$ cat src/rtl/vga_timing_pkg.sv
// Shared timing presets and helpers for the VGA raster generator family.
package vga_timing_pkg;

  typedef struct packed {
    logic [31:0] act;
    logic [31:0] fp;
    logic [31:0] sync;
    logic [31:0] bp;
  } axis_timing_t;

  // Presets are listed as {active, front porch, sync, back porch}.
  localparam axis_timing_t VGA_640X480_H  = '{32'd640,  32'd16, 32'd96,  32'd48};
  localparam axis_timing_t VGA_640X480_V  = '{32'd480,  32'd10, 32'd2,   32'd33};
  localparam axis_timing_t VGA_800X600_H  = '{32'd800,  32'd40, 32'd128, 32'd88};
  localparam axis_timing_t VGA_800X600_V  = '{32'd600,  32'd1,  32'd4,   32'd23};
  localparam axis_timing_t VGA_1024X768_H = '{32'd1024, 32'd24, 32'd136, 32'd160};
  localparam axis_timing_t VGA_1024X768_V = '{32'd768,  32'd3,  32'd6,   32'd29};

  localparam int unsigned FRAME_CNT_W = 32'd16;

  function automatic int unsigned timing_total(input int unsigned act, input int unsigned fp,
                                               input int unsigned sync, input int unsigned bp);
    return act + fp + sync + bp;
  endfunction

endpackage

$ cat src/rtl/vga_axis_counter.sv
// One raster axis: position counter with active-area and sync-window decode.
module vga_axis_counter
  import vga_timing_pkg::*;
#(
  parameter int unsigned CW   = 32'd11,
  parameter int unsigned ACT  = 32'd800,
  parameter int unsigned FP   = 32'd40,
  parameter int unsigned SYNC = 32'd128,
  parameter int unsigned BP   = 32'd88,
  parameter logic        POL  = 1'b1
) (
  input  logic          clk,
  input  logic          rst,
  input  logic          step,
  output logic [CW-1:0] cnt,
  output logic          wrap,
  output logic          active,
  output logic          sync_lvl
);

  localparam int unsigned   TOTAL    = timing_total(ACT, FP, SYNC, BP);
  localparam logic [CW-1:0] LAST     = CW'(TOTAL - 32'd1);
  localparam logic [CW-1:0] ACT_END  = CW'(ACT);
  localparam logic [CW-1:0] SYNC_BEG = CW'(ACT + FP);
  localparam logic [CW-1:0] SYNC_END = CW'(ACT + FP + SYNC);

  logic [CW-1:0] cnt_q;
  logic [CW-1:0] cnt_d;

  assign wrap     = step && (cnt_q == LAST);
  assign cnt_d    = wrap ? '0 : cnt_q + CW'(1);
  assign cnt      = cnt_q;
  assign active   = (cnt_q < ACT_END);
  assign sync_lvl = ((cnt_q >= SYNC_BEG) && (cnt_q < SYNC_END)) ? POL : ~POL;

  // Position counter, advancing only on qualified steps.
  always_ff @(posedge clk) begin
    if (rst) begin
      cnt_q <= '0;
    end else if (step) begin
      cnt_q <= cnt_d;
    end
  end

endmodule

$ cat src/rtl/vga_timing_gen.sv
// Parametrised VGA raster timing generator with a pixel-request port PIX_LAT clocks ahead.
// Optional 16-bit frame counter output enabled by defining VGA_TIMING_FRAME_CNT_EN.
module vga_timing_gen
  import vga_timing_pkg::*;
#(
  parameter int unsigned CW      = 32'd11,
  parameter int unsigned H_ACT   = VGA_800X600_H.act,
  parameter int unsigned H_FP    = VGA_800X600_H.fp,
  parameter int unsigned H_SYNC  = VGA_800X600_H.sync,
  parameter int unsigned H_BP    = VGA_800X600_H.bp,
  parameter int unsigned V_ACT   = VGA_800X600_V.act,
  parameter int unsigned V_FP    = VGA_800X600_V.fp,
  parameter int unsigned V_SYNC  = VGA_800X600_V.sync,
  parameter int unsigned V_BP    = VGA_800X600_V.bp,
  parameter logic        H_POL   = 1'b1,
  parameter logic        V_POL   = 1'b1,
  parameter int unsigned PIX_LAT = 32'd2
) (
  input  logic          clk,
  input  logic          rst,
  input  logic          pix_en,
  output logic          req,
  output logic [CW-1:0] req_x,
  output logic [CW-1:0] req_y,
  output logic          hsync,
  output logic          vsync,
  output logic          de,
  output logic [CW-1:0] x,
  output logic [CW-1:0] y,
  output logic          line_start,
  output logic          frame_start
`ifdef VGA_TIMING_FRAME_CNT_EN
  ,
  output logic [FRAME_CNT_W-1:0] frame_cnt
`endif
);

  localparam longint unsigned CNT_RANGE = 64'd1 << CW;
  localparam int unsigned H_TOTAL = timing_total(H_ACT, H_FP, H_SYNC, H_BP);
  localparam int unsigned V_TOTAL = timing_total(V_ACT, V_FP, V_SYNC, V_BP);

  if ((H_ACT < 32'd1) || (H_FP < 32'd1) || (H_SYNC < 32'd1) || (H_BP < 32'd1) ||
      (V_ACT < 32'd1) || (V_FP < 32'd1) || (V_SYNC < 32'd1) || (V_BP < 32'd1) ||
      (64'(H_TOTAL) > CNT_RANGE) || (64'(V_TOTAL) > CNT_RANGE) || (PIX_LAT > 32'd15))
  begin : g_bad_cfg
    $fatal(1, "vga_timing_gen: illegal timing parameters");
  end

  // Stage word layout, LSB first: fs, ls, vs, hs, req_y, req_x, req [, frame count].
  localparam int unsigned RY_LSB = 32'd4;
  localparam int unsigned RX_LSB = RY_LSB + CW;
  localparam int unsigned RQ_BIT = RX_LSB + CW;
`ifdef VGA_TIMING_FRAME_CNT_EN
  localparam int unsigned FC_LSB = RQ_BIT + 32'd1;
  localparam int unsigned SW     = FC_LSB + FRAME_CNT_W;
`else
  localparam int unsigned SW     = RQ_BIT + 32'd1;
`endif
  localparam logic [SW-1:0] RST_VAL = SW'({~H_POL, ~V_POL, 2'b00});

  logic [CW-1:0] h_cnt, v_cnt;
  logic          h_wrap, v_wrap, h_act, v_act, h_lvl, v_lvl;
  logic          req_s;
  logic [SW-1:0] st0_d;
  logic [SW-1:0] pipe_q [0:PIX_LAT];
  logic [SW-1:0] disp_s;

  vga_axis_counter #(
    .CW(CW), .ACT(H_ACT), .FP(H_FP), .SYNC(H_SYNC), .BP(H_BP), .POL(H_POL)
  ) u_h_axis (
    .clk(clk), .rst(rst), .step(pix_en),
    .cnt(h_cnt), .wrap(h_wrap), .active(h_act), .sync_lvl(h_lvl)
  );

  vga_axis_counter #(
    .CW(CW), .ACT(V_ACT), .FP(V_FP), .SYNC(V_SYNC), .BP(V_BP), .POL(V_POL)
  ) u_v_axis (
    .clk(clk), .rst(rst), .step(h_wrap),
    .cnt(v_cnt), .wrap(v_wrap), .active(v_act), .sync_lvl(v_lvl)
  );

  assign req_s = h_act && v_act;

`ifdef VGA_TIMING_FRAME_CNT_EN
  logic [FRAME_CNT_W-1:0] fcnt_q;
  logic [FRAME_CNT_W-1:0] fcnt_d;

  assign fcnt_d = fcnt_q + 16'd1;

  // Completed-frame counter; stage 0 samples it when (0,0) is captured.
  always_ff @(posedge clk) begin
    if (rst) begin
      fcnt_q <= '0;
    end else if (v_wrap) begin
      fcnt_q <= fcnt_d;
    end
  end

  assign st0_d = {fcnt_q, req_s, req_s ? h_cnt : '0, req_s ? v_cnt : '0,
                  h_lvl, v_lvl, (h_cnt == '0), (h_cnt == '0) && (v_cnt == '0)};
  assign frame_cnt = disp_s[FC_LSB +: FRAME_CNT_W];
`else
  logic unused_v_wrap;
  assign unused_v_wrap = v_wrap;
  assign st0_d = {req_s, req_s ? h_cnt : '0, req_s ? v_cnt : '0,
                  h_lvl, v_lvl, (h_cnt == '0), (h_cnt == '0) && (v_cnt == '0)};
`endif

  // Stage 0: decode of the current raster position.
  always_ff @(posedge clk) begin
    if (rst) begin
      pipe_q[0] <= RST_VAL;
    end else if (pix_en) begin
      pipe_q[0] <= st0_d;
    end
  end

  for (genvar i = 1; i <= PIX_LAT; i++) begin : g_dly
    // Delay stage matching the pixel source latency.
    always_ff @(posedge clk) begin
      if (rst) begin
        pipe_q[i] <= RST_VAL;
      end else if (pix_en) begin
        pipe_q[i] <= pipe_q[i-1];
      end
    end
  end

  assign disp_s = pipe_q[PIX_LAT];

  assign req         = pipe_q[0][RQ_BIT];
  assign req_x       = pipe_q[0][RX_LSB +: CW];
  assign req_y       = pipe_q[0][RY_LSB +: CW];
  assign de          = disp_s[RQ_BIT];
  assign x           = disp_s[RX_LSB +: CW];
  assign y           = disp_s[RY_LSB +: CW];
  assign hsync       = disp_s[3];
  assign vsync       = disp_s[2];
  assign line_start  = disp_s[1];
  assign frame_start = disp_s[0];

endmodule
$ cat config.mk
export PLATFORM = sky130hd
export DESIGN_NAME = vga_timing_gen
export DESIGN_NICKNAME = d
export VERILOG_FILES = /design/src/rtl/vga_timing_pkg.sv /design/src/rtl/vga_axis_counter.sv /design/src/rtl/vga_timing_gen.sv
export SDC_FILE = /design/constraint.sdc
export NUM_CORES = 1
export LEC_CHECK = 0
export ABC_AREA = 1
export BUFFER_PORTS_ARGS = -buffer_cell sky130_fd_sc_hd__buf_2
export CORE_ASPECT_RATIO = 0.6
export CORE_UTILIZATION = 55
export DETAILED_ROUTE_END_ITERATION = 10
export GPL_TIMING_DRIVEN = 0
export PLACE_DENSITY = 0.76
export REMOVE_ABC_BUFFERS = 1
export SYNTH_ARGS = -nofsm -noshare
export SYNTH_HDL_FRONTEND = slang
export SYNTH_SLANG_ARGS = --single-unit
$ cat constraint.sdc
create_clock -name clk -period 3.1 [get_ports clk]
set_input_delay 0.62 -clock clk [delete_from_list [all_inputs] [get_ports clk]]
set_output_delay 0.62 -clock clk [all_outputs]
set_load 0.02 [all_outputs]
==> impl_metrics.env <==
export IMPL_holdBufCountCts=0
export IMPL_report_final_slew_viol_count=0
export IMPL_gr_total_overflow=0
export IMPL_coreArea_sq_um=8008
export IMPL_power_density_nw_per_um2=547.0
export IMPL_grtUsageMet1_pct=28.44
export IMPL_critPathKind="in -> reg"
export IMPL_ys_seq_elements=103
export IMPL_max_stage_delay_ns=0.69
export IMPL_grt_usage_pct=19.75
export IMPL_fin_ws_ns=0.5585
export IMPL_cp_data_required_time_ns=3.24
export IMPL_vias_per_cell=4.992
export IMPL_port_buffers=52
export IMPL_max_slew_margin_pct=11.88
export IMPL_netlist_area_sq_um=4639
export IMPL_stdcell_count=604
export IMPL_syn2layout_area_growth_pct=10.73
export IMPL_cp_start_kind="input pin"
export IMPL_grt_max_degree=72
export IMPL_outcome="finished clean"
export IMPL_fmax_mhz=393.5
export IMPL_cpLargestDelayFamily="simple AND/OR/NAND/NOR gates"
export IMPL_placementRows=25
export IMPL_hold_slack_ns=0.5268
export IMPL_grt_pass1_wl_mm=13.26
export IMPL_grt_use_met3_pct=4.688
export IMPL_cts_root_buf="clkbuf_16"
export IMPL_wire_per_inst_um=13.22
export IMPL_layout_common_cells="nor2_1 (89), inv_1 (87), edfxtp_1 (81)"
export IMPL_layout_commonest_cell="nor2_1"
export IMPL_drt_initial_drc_count=301
export IMPL_ys_async_sr_fraction_pct=0
export IMPL_hold_viol=0
export IMPL_cts_setup_buffers=0
export IMPL_vias=3015
export IMPL_fp_dieH_um=73.14
export IMPL_worst_pin_slew_ns=1.318
export IMPL_setup_violations=0
export IMPL_fin_skew_ns=0.007423
export IMPL_grt_pass1_vias=2727
export IMPL_dp_cells=589
export IMPL_end_kind="register"
export IMPL_rsz0062_at_grt="no"
export IMPL_worst_path_buf_inv=3
export IMPL_cts_max_level=3
export IMPL_initial_core_util_pct=57.94
export IMPL_met2_usage_pct=29.82
export IMPL_period_minus_slack_ns=2.541
export IMPL_ioPinCount=53
export IMPL_antenna_found_initial=0
export IMPL_busiest_layer="met2"
export IMPL_routabilityCongestion=0.8590
export IMPL_hp_class="reg -> reg"
export IMPL_drive_above_1_share_pct=20.36
export IMPL_synthDistinctLibCells=30
export IMPL_die_w_um=120.6
export IMPL_dr_pass1_iters=6
export IMPL_syn_inst=458
export IMPL_cts_path_max_buffers=2
export IMPL_cts_resized=0
export IMPL_period_share_pct=81.98
export IMPL_synth_area_per_cell_sq_um=10.13
export IMPL_dieArea_sq_um=8818
export IMPL_nets=500
export IMPL_clk_pin_slew_ns=0.07
export IMPL_cts_sinks=103
export IMPL_yosysWarnings=0
export IMPL_vdd_ir_drop_worst_uv=285.0
export IMPL_dp_hpwl_mm=5.469
export IMPL_cp_cell_sequence="buf_2 > inv_2 > nor2_4 > inv_2 > nor2_4 > nand4_2 > nor3_2"
export IMPL_synthFlopType="edfxtp_1"
export IMPL_cts_buffers_inserted=9
export IMPL_maxCapViolations=0
export IMPL_route_detailed_drc=0
export IMPL_diodes=0
export IMPL_synth_seq_area_share_pct=61.92
export IMPL_pre_cts_ws_ns=0.1812
export IMPL_cts_tree="done"
export IMPL_finalWirelength_mm=7.984
export IMPL_leakage_nw=2.116
export IMPL_crit_path_max_fanout=55
export IMPL_worst_ep_arrival_time_ns=2.68
export IMPL_slowest_stage="nand4_2"
export IMPL_insertion_delay_ns=0.34
export IMPL_synth_edf_count=81
export IMPL_ant_nets=0
==> report_power, final <==
part / total [mW] / switching [mW] / internal, mW / leakage (nW)
Sequential: 1.57 / 0.0217 / 1.55 / 1.07
Combinational: 0.180 / 0.132 / 0.0486 / 0.911
Clock: 1.05 / 0.501 / 0.554 / 0.132
Total: 2.81 / 0.654 / 2.16 / 2.12
==> path summary, 6_finish.rpt <==
check / from / to / slack, ns / cells after the start
worst max-delay path: pix_en / pipe_q[0][6]$_SDFFCE_PN0P_ / 0.56 / 7
worst min-delay path: u_v_axis.cnt[1]$_SDFFE_PP0N_ / u_v_axis.cnt[1]$_SDFFE_PP0N_ / 0.53 / 2
worst max register to register: u_v_axis.cnt[7]$_SDFFE_PP0N_ / pipe_q[0][6]$_SDFFCE_PN0P_ / 0.83 / 6
worst min register to register: u_v_axis.cnt[1]$_SDFFE_PP0N_ / u_v_axis.cnt[1]$_SDFFE_PP0N_ / 0.53 / 2
==> state kept, by name, summed over array words and instances, names as in the netlist <==
name          count
u_v_axis.cnt     11
u_h_axis.cnt     11
pipe_q           81
==> metrics by stage <==
stage | area, sq um | util, % | total power [mW] | TNS [ns]
6_report | 5137 | 64.16 | 2.810 | 0
5_1_grt | 5137 | 64.16 | 2.901 | 0
2_1_floorplan | 4427 | - | 1.725 | 0
3_5_place_dp | 4857 | 60.66 | 1.789 | 0
3_3_place_gp | 4822 | 60.22 | 1.780 | -60.09
4_1_cts | 5137 | 64.16 | 2.822 | 0
==> synthesized netlist by cell type (2+ instances only) <==
cell type	number	share of area, %
buf_6	2	0.49
dfxtp_1	22	9.5
nor3_1	13	1.4
o21ai_1	6	0.65
nand4_1	5	0.67
inv_2	4	0.32
buf_2	2	0.22
nor3b_1	2	0.32
buf_4	22	3.6
edfxtp_1	81	52
nand2_4	3	0.73
nand3b_1	2	0.32
nor3_2	19	4.1
inv_1	87	7.0
nor2_1	89	7.2
nand2_1	44	3.6
nor2_4	3	0.73
o21ai_0	10	1.1
ha_1	5	1.3
a21oi_1	6	0.65
nand3_1	15	1.6
buf_1	5	0.40
xor2_1	2	0.38
nor4_1	3	0.40
==> metal layers <==
metal	share of wire (%)	vias up	wire, um
li1	-	1508	-
met1	47	1379	3778
met2	45	117	3620
met3	6.3	11	504
met4	1.0	0	80
met5	0	-	0
==> cell type report <==
type                            count  area, sq um
Sequential cell                   103         2873
Fill cell                         656         2870
Multi-Input combinational cell    234         1220
Inverter                           91        341.6
Timing Repair Buffer               53        287.8
Clock buffer                        9        225.2
Tap cell                          108        135.1
Clock inverter                      6        55.05
==> kinds of logic (layout without fill, tap and decap cells) <==
group / count (synthesis) / count (layout) / synth area share [%]
AO/OA/AOI/OAI: 23 / 23 / 2.508
XOR/XNOR: 2 / 2 / 0.3776
adder cells (fa/ha/maj): 5 / 5 / 1.348
buffers and inverters: 122 / 159 / 12.03
flip-flops: 103 / 103 / 61.92
other: 1 / 2 / 0.08083
AND/OR/NAND/NOR: 202 / 202 / 21.74
==> worst min-delay path: cells and delay by family, from the launching register on <==
| family | cells | cell delay, ns |
|---|---|---|
| simple gates | 2 | 0.13 |
| flops | 1 | 0.36 |
No activity file was read; power rests on OpenSTA's default activity.
